[config.mk]
export PLATFORM = sky130hd
export DESIGN_NAME = input_conditioner
export DESIGN_NICKNAME = d
export VERILOG_FILES = /design/src/rtl/input_conditioner.sv
export SDC_FILE = /design/constraint.sdc
export NUM_CORES = 1
export LEC_CHECK = 0
export BUFFER_PORTS_ARGS = -buffer_cell sky130_fd_sc_hd__buf_2
export CAP_MARGIN = 20
export CORE_UTILIZATION = 50
export CTS_BUF_LIST = sky130_fd_sc_hd__clkbuf_2 sky130_fd_sc_hd__clkbuf_4 sky130_fd_sc_hd__clkbuf_8
export DETAILED_ROUTE_END_ITERATION = 6
export GPL_TIMING_DRIVEN = 0
export PLACE_DENSITY_LB_ADDON = 0.12
export SYNTH_ARGS = -nofsm -noshare
export SYNTH_HDL_FRONTEND = slang
export SYNTH_SLANG_ARGS = --single-unit
[constraint.sdc]
create_clock -name CLOCK_50 -period 4.55 [get_ports CLOCK_50]
set_input_delay 0.91 -clock CLOCK_50 [delete_from_list [all_inputs] [get_ports CLOCK_50]]
set_output_delay 0.91 -clock CLOCK_50 [all_outputs]
set_load 0.05 [all_outputs]
[src/rtl/input_conditioner.sv]
// Four-button conditioner: 2-flop sync, per-button debounce, fixed-priority arbitration, valid/ready move requests.
// Define AUTO_REPEAT_EN to re-issue the held direction after REPEAT_DELAY and then every REPEAT_PERIOD cycles.
module input_conditioner #(
   parameter int DEBOUNCE_CYCLES = 500000,
   parameter int REPEAT_DELAY    = 25000000,
   parameter int REPEAT_PERIOD   = 5000000
) (
   input  logic       CLOCK_50,
   input  logic       reset,
   input  logic       btn_up,
   input  logic       btn_down,
   input  logic       btn_left,
   input  logic       btn_right,
   input  logic       move_ready,
   output logic       move_valid,
   output logic [1:0] move_dir,
   output logic [3:0] held
);

   localparam int CW = (DEBOUNCE_CYCLES > 1) ? $clog2(DEBOUNCE_CYCLES) : 1;
   localparam logic [CW-1:0] CNT_LAST = CW'(DEBOUNCE_CYCLES - 1);

   generate
      if (DEBOUNCE_CYCLES < 1 || REPEAT_DELAY < 1 || REPEAT_PERIOD < 1 ||
          REPEAT_DELAY > 2**26 || REPEAT_PERIOD > 2**26) begin : g_bad_cfg
         $error("input_conditioner: parameter out of range");
      end
   endgenerate

   typedef enum logic [2:0] {IDLE, REQ, DELAY, REPEAT, RELEASE} state_t;

   logic [3:0] raw;
   logic [3:0] held_w;
   logic [3:0] held_prev_q;
   logic [1:0] arb_dir;
   state_t     state_q;
   logic       move_valid_q;
   logic [1:0] move_dir_q;

   assign raw = {btn_right, btn_left, btn_down, btn_up};

   genvar gi;
   generate
      for (gi = 0; gi < 4; gi++) begin : g_btn
         logic          sync1_q;
         logic          sync2_q;
         logic          lvl_q;
         logic [CW-1:0] cnt_q;

         always_ff @(posedge CLOCK_50 or posedge reset) begin
            if (reset) begin
               sync1_q <= 1'b0;
               sync2_q <= 1'b0;
               lvl_q   <= 1'b0;
               cnt_q   <= '0;
            end else begin
               sync1_q <= raw[gi];
               sync2_q <= sync1_q;
               // Any agreeing sample restarts the run of differing samples.
               if (sync2_q == lvl_q) begin
                  cnt_q <= '0;
               end else if (cnt_q == CNT_LAST) begin
                  lvl_q <= ~lvl_q;
                  cnt_q <= '0;
               end else begin
                  cnt_q <= cnt_q + 1'b1;
               end
            end
         end

         assign held_w[gi] = lvl_q;
      end
   endgenerate

   always_comb begin
      arb_dir = 2'd3;
      if (held_w[0])      arb_dir = 2'd0;
      else if (held_w[1]) arb_dir = 2'd1;
      else if (held_w[2]) arb_dir = 2'd2;
   end

`ifdef AUTO_REPEAT_EN
   // The acceptance cycle counts as the first timer cycle, so the pulse spacing equals the parameter.
   localparam logic [25:0] DELAY_LOAD  = 26'(REPEAT_DELAY - 1);
   localparam logic [25:0] PERIOD_LOAD = 26'(REPEAT_PERIOD - 1);
   logic [25:0] timer_q;
`endif

   always_ff @(posedge CLOCK_50 or posedge reset) begin
      if (reset) begin
         state_q      <= IDLE;
         move_valid_q <= 1'b0;
         move_dir_q   <= 2'd0;
         held_prev_q  <= 4'd0;
`ifdef AUTO_REPEAT_EN
         timer_q      <= 26'd0;
`endif
      end else begin
         held_prev_q <= held_w;
         case (state_q)
            IDLE: begin
               if (|(held_w & ~held_prev_q)) begin
                  move_dir_q   <= arb_dir;
                  move_valid_q <= 1'b1;
                  state_q      <= REQ;
               end
            end
            REQ, REPEAT: begin
               // REPEAT is a pending auto-repeat request; it differs from REQ only in the reload value.
               if (move_ready) begin
                  move_valid_q <= 1'b0;
`ifdef AUTO_REPEAT_EN
                  timer_q      <= (state_q == REQ) ? DELAY_LOAD : PERIOD_LOAD;
                  state_q      <= DELAY;
`else
                  state_q      <= RELEASE;
`endif
               end
            end
`ifdef AUTO_REPEAT_EN
            DELAY: begin
               if (!held_w[move_dir_q]) begin
                  state_q <= RELEASE;
               end else if (timer_q <= 26'd1) begin
                  move_valid_q <= 1'b1;
                  state_q      <= REPEAT;
               end else begin
                  timer_q <= timer_q - 26'd1;
               end
            end
`endif
            RELEASE: begin
               if (held_w == 4'd0) state_q <= IDLE;
            end
            default: state_q <= IDLE;
         endcase
      end
   end

   assign move_valid = move_valid_q;
   assign move_dir   = move_dir_q;
   assign held       = held_w;

endmodule

==> results.tsv, run 1 <==
stage	metric	value	unit
floorplan	die-area	9370	um2
synthesis	synth_area_leaders	dfrtp_1 54%, xor2_1 5.7%, nor2_1 5.4%	
worst_setup_path	start_kind	flip-flop	
place	routabilityCongestion	0.841	
clocking	clk_pin_slew	0.10	ns
sta	slew_viol_final	0	
route	avgViaCountPerCell	5.47	
worst_setup_path	critPathCaptureType	flip-flop	
synthesis	synth_mux_area_share	1.50	%
floorplan	die_h	96.8	um
route	routedWlPerCell	13.8	um
synthesis	synth_area_per_cell	10.3	um2
place	portBuffers	13	
sta	fin_crit_sh	51.4	%
finish	layoutNonFillerInstCount	575	
synthesis	yosys.area_share.adder	1.11	%
sta	min_period	2.34	ns
global_route	grt_max_degree	70	
global_route	grt_usage	18.4	%
synthesis	yosysWarnings	0	
clocking	cts_resized	0	
global_route	globalRouteOverflowTotal	0	
route	drc	0	
floorplan	start_util	51.5	%
synthesis	syn-num-nets	448	
place	numPlacedInstances	559	
clocking	clk_latency	0.37	ns
synthesis	synth-seq-area-share	54.0	%
finish	layout.nets	473	
clocking	cts-root-buf	clkbuf_8	
clocking	cts_tree	done	
sta	setup_viol	0	
floorplan	coreArea	8720	um2
place	dp_hpwl	5520	um
synthesis	synth.top_cell.area_share	54.0	%
sta	rsz0062_at_grt	false	
floorplan	io_pins	14	
finish	diodes	0	
synthesis	syn_area	4490	um2
finish	final_common_cell	dfrtp_1	
pwr	p_leak	2.03	nW
finish	mostFrequentLayoutCells	97 x dfrtp_1, 65 x nor2_1, 29 x xor2_1	
sta	skew	0.0142	ns
worst_setup_path	worstPathRequired	4.80	ns
sta	finalHoldViolations	0	
global_route	antenna_found_initial	0	
pwr	ir_drop	0.196	mV
route	dr.first_iter.drc_count	105	
route	drt_wl_total	7960	um
pwr	power	1.50	mW
global_route	grt_pass1_vias	3139	
clocking	clock_path_buffers	2	
synthesis	synth_top_family_by_area	simple AND/OR/NAND/NOR gates	
floorplan	die_x	96.8	um
route	firstDrtPassIters	4	
clocking	h-tree-depth	3	
clocking	numClockSinks	97	
route	ant_nets	0	
finish	layout-drive-gt1-share	10.7	%
worst_setup_path	critPathKind	flip-flop to flip-flop	
floorplan	rows	34	
clocking	post_cts_buffers	0	
worst_setup_path	critPathMaxFanout	10	
synthesis	yosys.area.top_type	dfrtp_1	
synthesis	synthSimpleGateAreaFrac	23.3	%
global_route	grt_pass1_wl	14100	um
finish	syn_to_final_growth	9.55	%
run	max_cap_violations	0	
route	via_count	3147	
sta	fmax	0.427	GHz
worst_setup_path	cp_data_arrival_time	2.59	ns
synthesis	synth_xor_area_share	10.5	%
synthesis	synthCells	437	
min_path	min_path_type	flip-flop to flip-flop	
clocking	ctsHoldBuffers	0	
clocking	cts-buffers-inserted	9	
synthesis	yosysUniqueCellTypes	36	
synthesis	ys_seq_elements	97	
pwr	p_per_area	305	nW/um2
sta	relSlewSlack	53.2	%
outcome	status	completed	
sta	worst_pin_slew	0.698	ns
synthesis	synth_compound_area_share	6.35	%
[cell families (layout without fill, tap and decap cells)]
group,Yosys count,after routing
AND/OR/NAND/NOR,198,198
flip-flops,97,97
XOR/XNOR,54,54
AO/OA/AOI/OAI,46,46
buffers and inverters,32,62
multiplexers,6,6
adder cells (fa/ha/maj),4,4
[final cells by class]
cell class	instances	area [um2]
Inverter	20	77.6
Multi-Input combinational cell	308	1920
Sequential cell	97	2430
Buffer	12	66.3
Fill cell	738	3800
Clock buffer	10	131
Timing Repair Buffer	14	92.6
Clock inverter	6	67.6
Tap cell	108	135
[per-stage QoR]
| stage | worst slack [ns] | cell area (um2) | utilization (%) | TNS [ns] | hold slack, ns |
|---|---|---|---|---|---|
| detailed placement | 2.21 | 4720 | 54.1 | 0 | 0.336 |
| CTS | 2.16 | 4920 | 56.4 | 0 | 0.356 |
| global placement | -0.0193 | 4690 | 53.8 | -1.30 | 0.331 |
| finish | 2.21 | 4920 | 56.4 | 0 | 0.350 |
| global route | 1.96 | 4920 | 56.4 | 0 | 0.373 |
| floorplan | 1.11 | 4490 | - | 0 | 0.331 |
[cells in the mapped netlist]
library cell / number
a21oi_1: 19
and2_1: 1
and3_1: 1
and4_1: 6
buf_2: 5
buf_4: 4
clkbuf_1: 3
dfrtp_1: 97
ha_1: 4
inv_1: 20
mux2_1: 2
mux2_2: 4
nand2_1: 25
nand2b_1: 2
nand3_1: 21
nand3_2: 1
nand3b_1: 1
nand4_1: 17
nand4_2: 2
nor2_1: 65
nor3_1: 11
nor3b_1: 1
nor4_1: 11
nor4b_1: 4
nor4bb_1: 1
o21ai_0: 13
o21ai_1: 2
o22ai_1: 2
o31ai_1: 8
o31ai_4: 2
or2_2: 1
or3_1: 12
or4_1: 12
or4b_1: 3
xnor2_1: 25
xor2_1: 29
[state kept, by name, summed over array words and instances (netlist names)]
| name | count |
|---|---|
| g_btn.cnt_q | 76 |
| move_valid | 1 |
| held_prev_q | 4 |
| g_btn.lvl_q | 4 |
| g_btn.sync2_q | 4 |
| state_q | 2 |
| move_dir | 2 |
| g_btn.sync1_q | 4 |
[power breakdown]
group          switching, mW  total, mW  internal [mW]
clock network          0.300      0.563          0.262
logic                 0.0376     0.0535         0.0159
registers             0.0102      0.884          0.873
[worst max-delay path, stage by stage, from the launching register on]
cell      delay [ns]
dfrtp_1         0.39
ha_1            0.22
and4_1          0.20
clkbuf_1        0.27
nand3_1         0.17
o21ai_1         0.58
buf_2           0.33
nor2_1          0.07
[worst paths after layout]
check | cells after the start | end | slack (ns) | startpoint
worst min-delay path | 0 | g_btn[1].sync2_q | 0.35 | g_btn[1].sync1_q
worst max-delay path | 7 | g_btn[0].cnt_q[9] | 2.21 | g_btn[0].cnt_q[0]
worst min register to register | 0 | g_btn[1].sync2_q | 0.35 | g_btn[1].sync1_q
worst max register to register | 7 | g_btn[0].cnt_q[9] | 2.21 | g_btn[0].cnt_q[0]
min in group asynchronous | 2 | g_btn[3].cnt_q[7] | 0.53 | reset
max in group asynchronous | 3 | state_q[2] | 3.37 | reset
[per-layer routing]
layer	vias to the layer above	GRT usage, %	share of wire (%)
met4	0	8.61	1.8
met1	1507	24.5	50
met2	41	29.8	46
li1	1586	-	-
met3	13	2.67	2.1
met5	-	0	0
No activity file was read; power rests on OpenSTA's default activity.
==> run 2, diff against run 1 <==
- clock period: 4.55 -> 2.21 ns (I/O delays scaled with it)
==> run 2 against run 1 <==
  * Cell area is 2.7% higher
  * Fmax is 14% higher
  * Global-route usage is 0.98 points higher
  * Sequential power is 110% higher
  * Register-to-register slack worse by 2.1 ns
  * Core utilization is 1.5 points higher
  * Critical path type unchanged
  * Largest cell class unchanged
==> results.tsv, run 2 (same netlist as run 1, synthesis figures left out) <==
stage	metric	value	unit	change
worst_setup_path	worstPathRequired	2.50	ns	-2.30 ns
finish	layout-drive-gt1-share	13.4	%	+2.7 points
sta	tns	0	ns	unchanged
global_route	grt_pass1_vias	3298		+5.1%
global_route	grt_pass1_wl	14900	um	+5.3%
sta	finalHoldViolations	0		unchanged
sta	skew	0.0112	ns	-0.00295 ns
worst_setup_path	critPathBufInv	0		-2
finish	layout.nets	484		+2.3%
place	portBuffers	13		unchanged
finish	diodes	0		unchanged
clocking	clk_pin_slew	0.10	ns	about the same
route	via_count	3220		+2.3%
route	ant_nets	0		unchanged
worst_setup_path	start_kind	flip-flop		
pwr	ir_drop	0.342	mV	+75%
floorplan	die_h	96.8	um	unchanged
floorplan	io_pins	14		unchanged
outcome	status	completed		
worst_setup_path	critPathMaxFanout	8		-2
worst_setup_path	reg2reg_from	g_btn[1].cnt_q[5]		
pwr	p_per_area	631	nW/um2	+110%
finish	multi_input_area	1950	um2	+1.2%
finish	final_common_cell	dfrtp_1		
floorplan	coreArea	8720	um2	unchanged
finish	fillCellCount	752		+1.9%
global_route	grt_max_degree	37		-47%
worst_setup_path	path_common_cell	or4_1		
place	numPlacedInstances	560		+0.18%
place	dp_hpwl	5540	um	+0.40%
sta	fmax	0.487	GHz	+14%
floorplan	die-area	9370	um2	unchanged
route	firstDrtPassIters	4		unchanged
worst_setup_path	critPathCaptureType	flip-flop		
route	routedWlPerCell	14.0	um	+1.1%
worst_setup_path	crit_start	g_btn[1].cnt_q[5]		
clocking	h-tree-depth	3		unchanged
route	dr.first_iter.drc_count	139		+32%
clocking	cts_tree	done		
pwr	power	3.19	mW	+110%
sta	worst_pin_slew	0.688	ns	-0.00979 ns
finish	utilization	58.0	%	+1.5 points
sta	fin_crit_sh	92.9	%	+41 points
place	dp_slack	-0.126	ns	-2.33 ns
route	drt_wl_total	8190	um	+3.0%
sta	holdWs	0.163	ns	-0.186 ns
pwr	p_leak	2.10	nW	+3.5%
pwr	p_sw_share	22.4	%	-0.84 points
pwr	p_switching	0.714	mW	+100%
finish	mostFrequentLayoutCells	97 x dfrtp_1, 65 x nor2_1, 29 x xor2_1		
sta	setup_viol	0		unchanged
finish	ff_latch_area	2430	um2	unchanged
clocking	cts-root-buf	clkbuf_8		
route	avgViaCountPerCell	5.49		+0.40%
worst_setup_path	cp_data_arrival_time	2.35	ns	-0.24 ns
global_route	grt_usage	19.4	%	+0.98 points
worst_setup_path	critPathMaxStageDelay	0.61	ns	+0.03 ns
route	drc	0		unchanged
clocking	cts-buffers-inserted	9		unchanged
sta	fin_ws	0.157	ns	-2.05 ns
sta	min_period	2.05	ns	-0.286 ns
sta	slew_viol_final	0		unchanged
run	max_cap_violations	0		unchanged
clocking	numClockSinks	97		unchanged
worst_setup_path	cp_slowest_cell	or4_1		
floorplan	rows	34		unchanged
sta	rsz0062_at_grt	false		
place	routabilityCongestion	0.800		-4.9%
clocking	clock_path_buffers	2		unchanged
floorplan	die_x	96.8	um	unchanged
finish	largest_reg_flops	76		unchanged
sta	relSlewSlack	54.0	%	+0.87 points
finish	max_flop_register	g_btn.cnt_q		
finish	syn_to_final_growth	12.5	%	
finish	layoutNonFillerInstCount	586		+1.9%
min_path	min_path_type	input port to async pin		
finish	final_cell_area	5050	um2	+2.7%
place	placed_area	4740	um2	+0.29%
pwr	pwr-share-clk	39.1	%	+1.6 points
floorplan	start_util	51.5	%	unchanged
clocking	clk_latency	0.37	ns	about the same
pwr	intPower	2.47	mW	+110%
worst_setup_path	crit_chain	nand4_1 > or4_1 > or4_1 > a21oi_1		
worst_setup_path	critPathKind	flip-flop to flip-flop		
worst_setup_path	cp_top_family	simple AND/OR/NAND/NOR gates		
global_route	globalRouteOverflowTotal	0		unchanged
global_route	antenna_found_initial	0		unchanged
pwr	p_seq_share	57.1	%	-1.8 points
pwr	comb_power_share	3.9	%	+0.3 points
[run 2: cell type report]
| type | count | area share, % |
|---|---|---|
| inverter | 20 | 1.56 |
| timing repair buffer | 25 | 3.56 |
| clock buffer | 13 | 3.42 |
| sequential | 97 | 48.0 |
| buffer | 12 | 1.34 |
| tap | 108 | 2.67 |
| clock inverter | 3 | 0.941 |
| multi-input combinational | 308 | 38.5 |
[run 2: power groups by stage]
| stage | sequential (mW) | clock, mW | combinational (mW) |
|---|---|---|---|
| 6_report | 1.82 | 1.25 | 0.123 |
| 5_1_grt | 1.82 | 1.35 | 0.145 |
| 4_1_cts | 1.82 | 1.27 | 0.118 |
| 3_5_place_dp | 1.85 | 0 | 0.117 |
| 3_3_place_gp | 1.85 | 0 | 0.107 |
| 2_1_floorplan | 1.85 | 0 | 0.0791 |
[run 2: what timing repair did]
action | 4_1_cts | 5_1_grt
cloned | 0 | 0
hold buffers | 0 | 0
setup buffers | 0 | 10
gates resized for setup | 2 | 4
pin swaps | 0 | 4
endpoints found under the setup margin | 20 | 44
[run 2: final timing paths]
check,endpoint,slack (ns),depth (start not counted)
min in group CLOCK_50,g_btn[2].sync1_q,0.17,1
min,g_btn[3].cnt_q[6],0.16,2
max,g_btn[1].cnt_q[17],0.16,4
max reg2reg,g_btn[1].cnt_q[17],0.16,4
max in group asynchronous,g_btn[2].cnt_q[12],1.22,4
min reg2reg,g_btn[1].sync2_q,0.35,0
[run 2: per-layer routing]
layer,track usage (%),vias up,part of all wire [%],wire length [um]
met3,4.34,11,3.3,271
met1,27.1,1550,50,4130
met2,28.8,57,44,3640
met5,0,-,0,0
li1,-,1602,-,-
met4,9.30,0,1.8,150
